### src/rtl/warp_barrier_ctrl.sv
// Warp barrier controller: tracks arrivals per barrier id, stalls warps until the
// expected count has arrived, then hands one release mask to the warp scheduler.
module warp_barrier_ctrl #(
  parameter int NUM_WARPS    = 4,
  parameter int NUM_BARRIERS = 4,
  parameter int NW_BITS      = $clog2(NUM_WARPS),
  parameter int NB_BITS      = $clog2(NUM_BARRIERS)
) (
  input  logic                 clk,
  input  logic                 reset_n,
  input  logic                 req_valid,
  output logic                 req_ready,
  input  logic [NW_BITS-1:0]   req_wid,
  input  logic [NB_BITS-1:0]   req_id,
  input  logic [NW_BITS-1:0]   req_size_m1,
  output logic [NUM_WARPS-1:0] stalled_mask,
  output logic                 release_valid,
  input  logic                 release_ready,
  output logic [NUM_WARPS-1:0] release_mask,
  output logic [NB_BITS-1:0]   release_id,
  output logic                 err_dup,
  output logic                 err_size
);

  typedef struct packed {
    logic                 valid;
    logic [NW_BITS-1:0]   size_m1;
    logic [NUM_WARPS-1:0] mask;
    logic [NW_BITS-1:0]   count;  // arrivals minus one
  } entry_t;

  entry_t                 r_table [NUM_BARRIERS];
  logic [NUM_WARPS-1:0]   r_stalled;
  logic                   r_rel_valid;
  logic [NUM_WARPS-1:0]   r_rel_mask;
  logic [NB_BITS-1:0]     r_rel_id;
  logic                   r_err_dup;
  logic                   r_err_size;

  logic                   w_accept;
  entry_t                 w_ent;
  entry_t                 w_ent_next;
  logic [NUM_WARPS-1:0]   w_onehot;
  logic [NW_BITS-1:0]     w_cnt_inc;
  logic                   w_dup;
  logic                   w_size_err;
  logic                   w_fire;
  logic [NUM_WARPS-1:0]   w_fire_mask;
  logic [NUM_WARPS-1:0]   w_stall_set;
  logic [NUM_WARPS-1:0]   w_stall_clr;

  // A single release register: new arrivals wait until the scheduler takes it.
  assign req_ready = !r_rel_valid;
  assign w_accept  = req_valid && req_ready;
  assign w_ent     = r_table[req_id];
  assign w_onehot  = {{(NUM_WARPS-1){1'b0}}, 1'b1} << req_wid;
  assign w_cnt_inc = w_ent.count + NW_BITS'(1);
  assign w_dup     = w_ent.valid && ((w_ent.mask & w_onehot) != '0);
  // The latched size stays authoritative; a mismatch is only flagged.
  assign w_size_err = w_ent.valid && !w_dup && (req_size_m1 != w_ent.size_m1);

  // NOTE: every output of this block gets a default first, so no path leaves a
  // variable unassigned and no latch is inferred.
  always_comb begin
    w_ent_next  = w_ent;
    w_fire      = 1'b0;
    w_fire_mask = '0;
    w_stall_set = '0;
    w_stall_clr = '0;
    if (w_accept) begin
      if (!w_ent.valid) begin
        if (req_size_m1 == '0) begin
          w_fire      = 1'b1;
          w_fire_mask = w_onehot;
        end else begin
          w_ent_next.valid   = 1'b1;
          w_ent_next.size_m1 = req_size_m1;
          w_ent_next.mask    = w_onehot;
          w_ent_next.count   = '0;
          w_stall_set        = w_onehot;
        end
      end else if (w_dup) begin
        w_ent_next = w_ent;
      end else if (w_cnt_inc == w_ent.size_m1) begin
        w_fire      = 1'b1;
        w_fire_mask = w_ent.mask | w_onehot;
        w_ent_next  = '0;
        w_stall_clr = w_ent.mask;
      end else begin
        w_ent_next.mask  = w_ent.mask | w_onehot;
        w_ent_next.count = w_cnt_inc;
        w_stall_set      = w_onehot;
      end
    end
  end

  // NOTE: the barrier table is reset along with the control state because a
  // mid-operation reset must drop every half-collected barrier, and it is tiny.
  always_ff @(posedge clk or negedge reset_n) begin
    if (!reset_n) begin
      for (int i = 0; i < NUM_BARRIERS; i++) r_table[i] <= '0;
    end else if (w_accept) begin
      r_table[req_id] <= w_ent_next;
    end
  end

  // NOTE: sequential state uses non-blocking assignments so every register
  // samples pre-edge values regardless of process ordering.
  always_ff @(posedge clk or negedge reset_n) begin
    if (!reset_n) begin
      r_stalled   <= '0;
      r_rel_valid <= 1'b0;
      r_rel_mask  <= '0;
      r_rel_id    <= '0;
      r_err_dup   <= 1'b0;
      r_err_size  <= 1'b0;
    end else begin
      r_stalled <= (r_stalled & ~w_stall_clr) | w_stall_set;
      if (w_fire) begin
        r_rel_valid <= 1'b1;
        r_rel_mask  <= w_fire_mask;
        r_rel_id    <= req_id;
      end else if (r_rel_valid && release_ready) begin
        r_rel_valid <= 1'b0;
      end
      if (w_accept && w_dup)      r_err_dup  <= 1'b1;
      if (w_accept && w_size_err) r_err_size <= 1'b1;
    end
  end

  assign stalled_mask  = r_stalled;
  assign release_valid = r_rel_valid;
  assign release_mask  = r_rel_mask;
  assign release_id    = r_rel_id;
  assign err_dup       = r_err_dup;
  assign err_size      = r_err_size;

endmodule

### config.mk
export PLATFORM = sky130hd
export DESIGN_NAME = warp_barrier_ctrl
export DESIGN_NICKNAME = d
export VERILOG_FILES = /design/src/rtl/warp_barrier_ctrl.sv
export SDC_FILE = /design/constraint.sdc
export NUM_CORES = 1
export LEC_CHECK = 0
export BUFFER_PORTS_ARGS = -buffer_cell sky130_fd_sc_hd__buf_4
export CAP_MARGIN = 25
export CELL_PAD_IN_SITES_DETAIL_PLACEMENT = 0
export CELL_PAD_IN_SITES_GLOBAL_PLACEMENT = 1
export CORE_MARGIN = 4
export CORE_UTILIZATION = 30
export CTS_CLUSTER_DIAMETER = 50
export DETAILED_ROUTE_END_ITERATION = 7
export GPL_TIMING_DRIVEN = 0
export PLACE_DENSITY = 0.62
export SLEW_MARGIN = 0
export SYNTH_ARGS = -nofsm -noshare
export SYNTH_HDL_FRONTEND = slang
export SYNTH_SLANG_ARGS = --single-unit
### constraint.sdc
create_clock -name clk -period 6 [get_ports clk]
set_input_delay 0.3 -clock clk [delete_from_list [all_inputs] [get_ports clk]]
set_output_delay 0.3 -clock clk [all_outputs]
set_load 0.01 [all_outputs]
==> results.md <==
Floorplanning:
- The number of top-level design ports is 24.
- The starting density of the core is 31.2%.
- The die covers 0.00961 sq mm.
- The floorplan step defined a core boundary enclosing 0.00781 sq mm.
- The initialized floorplan defines 32 standard-cell rows.
- The die is 98.0 um wide.
- The die height is 98.0 um.

Power and ir drop:
- Across the VDD grid, the largest voltage drop is 0.000146 V.
- The areal power density over the cells is 453 mW/mm^2.
- In this run the static leakage power is 0.00120 uW.

STA:
- The final max-slew violation count is 0.
- The number of endpoints with negative hold slack in the final report is 0.
- The pin slew with the least headroom to its limit is 0.659 ns.
- After layout, the minimum clock period comes to 2.49 ns.
- The setup skew after layout is 0.00772 ns.
- The final period utilization is 41.6%.
- Setup slack on the critical path of the routed design comes to 3.51 ns.
- In this run the tightest slew margin relative to its limit is 56.1%.
- The total setup violations reported at the end of the flow is 0.
- Final hold analysis gives a worst-case slack of 0.0126 ns.
- Setup repair after global routing left no endpoint under its margin.
- The accumulated negative setup slack is 0 ns.
- Static timing analysis puts the maximum clock frequency at 0.401 GHz.

Critical path:
- At the worst endpoint, the arrival time is 2.70 ns.
- The maximum single-stage delay on the critical path is 0.57 ns.
- The critical setup path kind is flip-flop to flip-flop.
- The signal on the critical path passes through mux4_2, xor2_1, mux2i_4, nand4_4, nand2_2, mux2_2.
- For this design, the slowest cell found on the critical path is sky130_fd_sc_hd__mux4_2.
- The startpoint of the worst register-to-register path is r_table[7]$_DFFE_PN0P_.
- Data on the critical path is required at its endpoint by 6.20 ns.
- The critical path endpoint category is a flip-flop.
- In this run the critical register-to-register path is captured at release_id[1]$_DFFE_PN0P_.
- The biggest fanout along the worst timing path is 10.
- The register-to-register setup slack is 3.51 ns.
- The number of cells traversed by the worst register-to-register path is 6.
- STA classifies the critical path startpoint as a flip-flop.

Placement:
- After detailed placement, the total cell area comes to 0.00272 sq mm.
- The worst-case setup slack after placement is 3.28 ns.
- In this run, placement finished with an instance count of 358.
- Routability-driven placement finished with a final weighted congestion of 0.760.
- The final HPWL from detailed placement is 4260 um.
- Input and output buffers added on the ports amount to 21.

Route:
- The per-cell routed wire length is 16.1 um.
- The number of search-and-repair iterations in the first detailed-routing pass is 4.
- The average vias per placed instance is 4.96.
- For this block, the routed nets add up to 5890 um of wire.
- The number of nets with antenna violations after detailed routing is 0.
- For this block, the via count after detailed routing is 1814.
- The number of remaining DRC errors is 0.
- In this run, the number of DRC markers left after iteration 0 of detailed routing was 59.

GRT:
- The total overflow left after global routing is 0.
- The first global-routing pass estimated 9850 um of wire.
- The number of antenna violations at the first check in global routing is 0.
- Global routing consumed, on the met3 layer, 2.50% of the routing resources.
- The global-route usage over all layers is 13.0%.
- The most congested layer reported by global routing is met2.
- For met2 alone, demand over resource in global routing was 20.6%.
- For this run, global-route usage on met1 was measured as 17.9%.
- The number of global-route vias before repair is 1825.
- The largest net degree at the start of global routing is 50.

Layout:
- Leaving out fill and tap cells, the most frequent cells in the layout are 56 x sky130_fd_sc_hd__nand2_1, 49 x sky130_fd_sc_hd__dfrtp_1, 42 x sky130_fd_sc_hd__o21ai_0, 22 x sky130_fd_sc_hd__buf_4, 11 x sky130_fd_sc_hd__mux4_2.
- The commonest non-fill, non-tap cell in the layout is sky130_fd_sc_hd__nand2_1.
- 0 antenna diodes ended up in the layout.
- The share of layout cells above drive strength 1 is 19.7%.
- The layout overhead on the synthesized area is 15.2%.
- The finished cells cover 0.00280 sq mm.
- In the final design database the tool counted 273 nets.
- The non-filler instance count after layout is 366.

Clock network:
- The CTS tree is yes.
- The post-CTS clock slew at the launch and capture registers of the worst setup and hold paths is 0.09 ns.
- The root buffer cell is sky130_fd_sc_hd__clkbuf_8.
- The insertion delay of the later-clocked pin in the worst-skew pair is 0.31 ns.
- The total of hold buffers inserted after clock tree synthesis is 0.
- The depth of the CTS H-tree is 2.
- Counting along the longest clock path gives a buffer depth of 2.
- The post-CTS setup repair buffer count is 0.
- The tree built by TritonCTS fans out to 49 sinks.
- The number of instances resized during post-cts repair is 0.
- The CTS buffer count is 5.

Logic synthesis:
- The proportion of synthesized chip area in sequential cells is 50.4%.
- The distinct cell type count after synthesis is 40.
- The synthesized area per cell is 10.4 sq um.
- The post-synthesis register bit count is 49.
- The leading register cell type out of synthesis is sky130_fd_sc_hd__dfrtp_1.
- During synthesis, Yosys emitted a total of 0 warnings.
- The number of nets handed over by synthesis was 245.
- Synthesis handed over a netlist of 235 instances.
- In the synthesized netlist the async set-or-reset flop fraction comes to 100%.
- The count of flip-flops with a built-in enable after synthesis is 0.
- After synthesis the cells add up to 0.00243 sq mm.

Min path:
- The kind of path behind the tightest hold check is input pin to asynchronous set/reset pin.

Run status:
- The run finished with clean final reports.

Run:
- The max-capacitance violation count is 0.
## registers in the layout (all words and copies together), names as in the netlist
register / cells
release_mask: 4
stalled_mask: 4
release_id: 2
r_table: 36
err_size: 1
err_dup: 1
release_valid: 1
## power breakdown
group	internal (uW)	total [uW]	leakage, uW	switching [uW]
Clock	82.8	195	0.0000385	113
Sequential	461	526	0.000604	65.6
Combinational	240	547	0.000560	307
## layout make-up
type	instances	area (sq um)
buffer	11	66.3
sequential	49	1230
tap	102	128
inverter	9	33.8
fill	853	5010
multi-input combinational	166	1110
clock buffer	7	76.3
clock inverter	1	7.51
timing repair buffer	21	158
## cell usage after synthesis (2+ instances only)
library cell,n,share of area (%)
sky130_fd_sc_hd__nand2_1,56,8.6
sky130_fd_sc_hd__dfrtp_1,49,50
sky130_fd_sc_hd__o21ai_0,42,8.6
sky130_fd_sc_hd__mux4_2,11,10
sky130_fd_sc_hd__inv_1,9,1.4
sky130_fd_sc_hd__nand2b_1,5,1.3
sky130_fd_sc_hd__a2bb2oi_1,4,1.4
sky130_fd_sc_hd__clkbuf_1,4,0.62
sky130_fd_sc_hd__o211ai_1,4,1.2
sky130_fd_sc_hd__o21ai_1,4,0.82
sky130_fd_sc_hd__a21o_1,3,0.93
sky130_fd_sc_hd__a21oi_1,3,0.62
sky130_fd_sc_hd__nand3_1,3,0.62
sky130_fd_sc_hd__nor2_1,3,0.46
sky130_fd_sc_hd__nor2b_1,3,0.77
sky130_fd_sc_hd__a22oi_1,2,0.62
sky130_fd_sc_hd__a31oi_1,2,0.51
sky130_fd_sc_hd__buf_1,2,0.31
sky130_fd_sc_hd__buf_2,2,0.41
sky130_fd_sc_hd__mux2_2,2,0.93
sky130_fd_sc_hd__o31ai_1,2,0.62
sky130_fd_sc_hd__xnor2_1,2,0.72
## worst max path at each step
stage	start	endpoint	cells after the start
floorplan	req_id[0]	release_id[0]$_DFFE_PN0P_	8
global placement	req_id[0]	release_id[1]$_DFFE_PN0P_	8
detailed placement	req_id[0]	release_id[1]$_DFFE_PN0P_	8
CTS	r_table[7]$_DFFE_PN0P_	release_id[1]$_DFFE_PN0P_	6
global route	r_table[7]$_DFFE_PN0P_	r_table[15]$_DFFE_PN0P_	6
finish	r_table[7]$_DFFE_PN0P_	release_id[1]$_DFFE_PN0P_	6
## stage by stage
| stage | power [uW] | utilization, % |
|---|---|---|
| floorplan | 902 | - |
| global placement | 1080 | 34.8 |
| detailed placement | 1090 | 34.8 |
| CTS | 1290 | 35.9 |
| global route | 1370 | 35.9 |
| finish | 1270 | 35.9 |
## routing by layer
layer / wire (um) / up-vias
li1: - / 884
met1: 2880 / 910
met2: 2820 / 13
met3: 105 / 7
met4: 86 / 0
met5: 0 / -
## logic make-up after synthesis
family / synth area share [%]
simple gates: 14.3
compound gates: 18.1
buf+inv: 4.11
flops: 50.4
xor+xnor: 1.08
mux: 12.0
## worst max-delay path: cells and delay by family, from the launching register on
kind,cells,cell delay [ns]
xor gates and xnor gates,1,0.31
DFF,1,0.39
muxes,3,1.30
and+or+nand+nor,2,0.38
No activity file was read; power rests on OpenSTA's default activity.
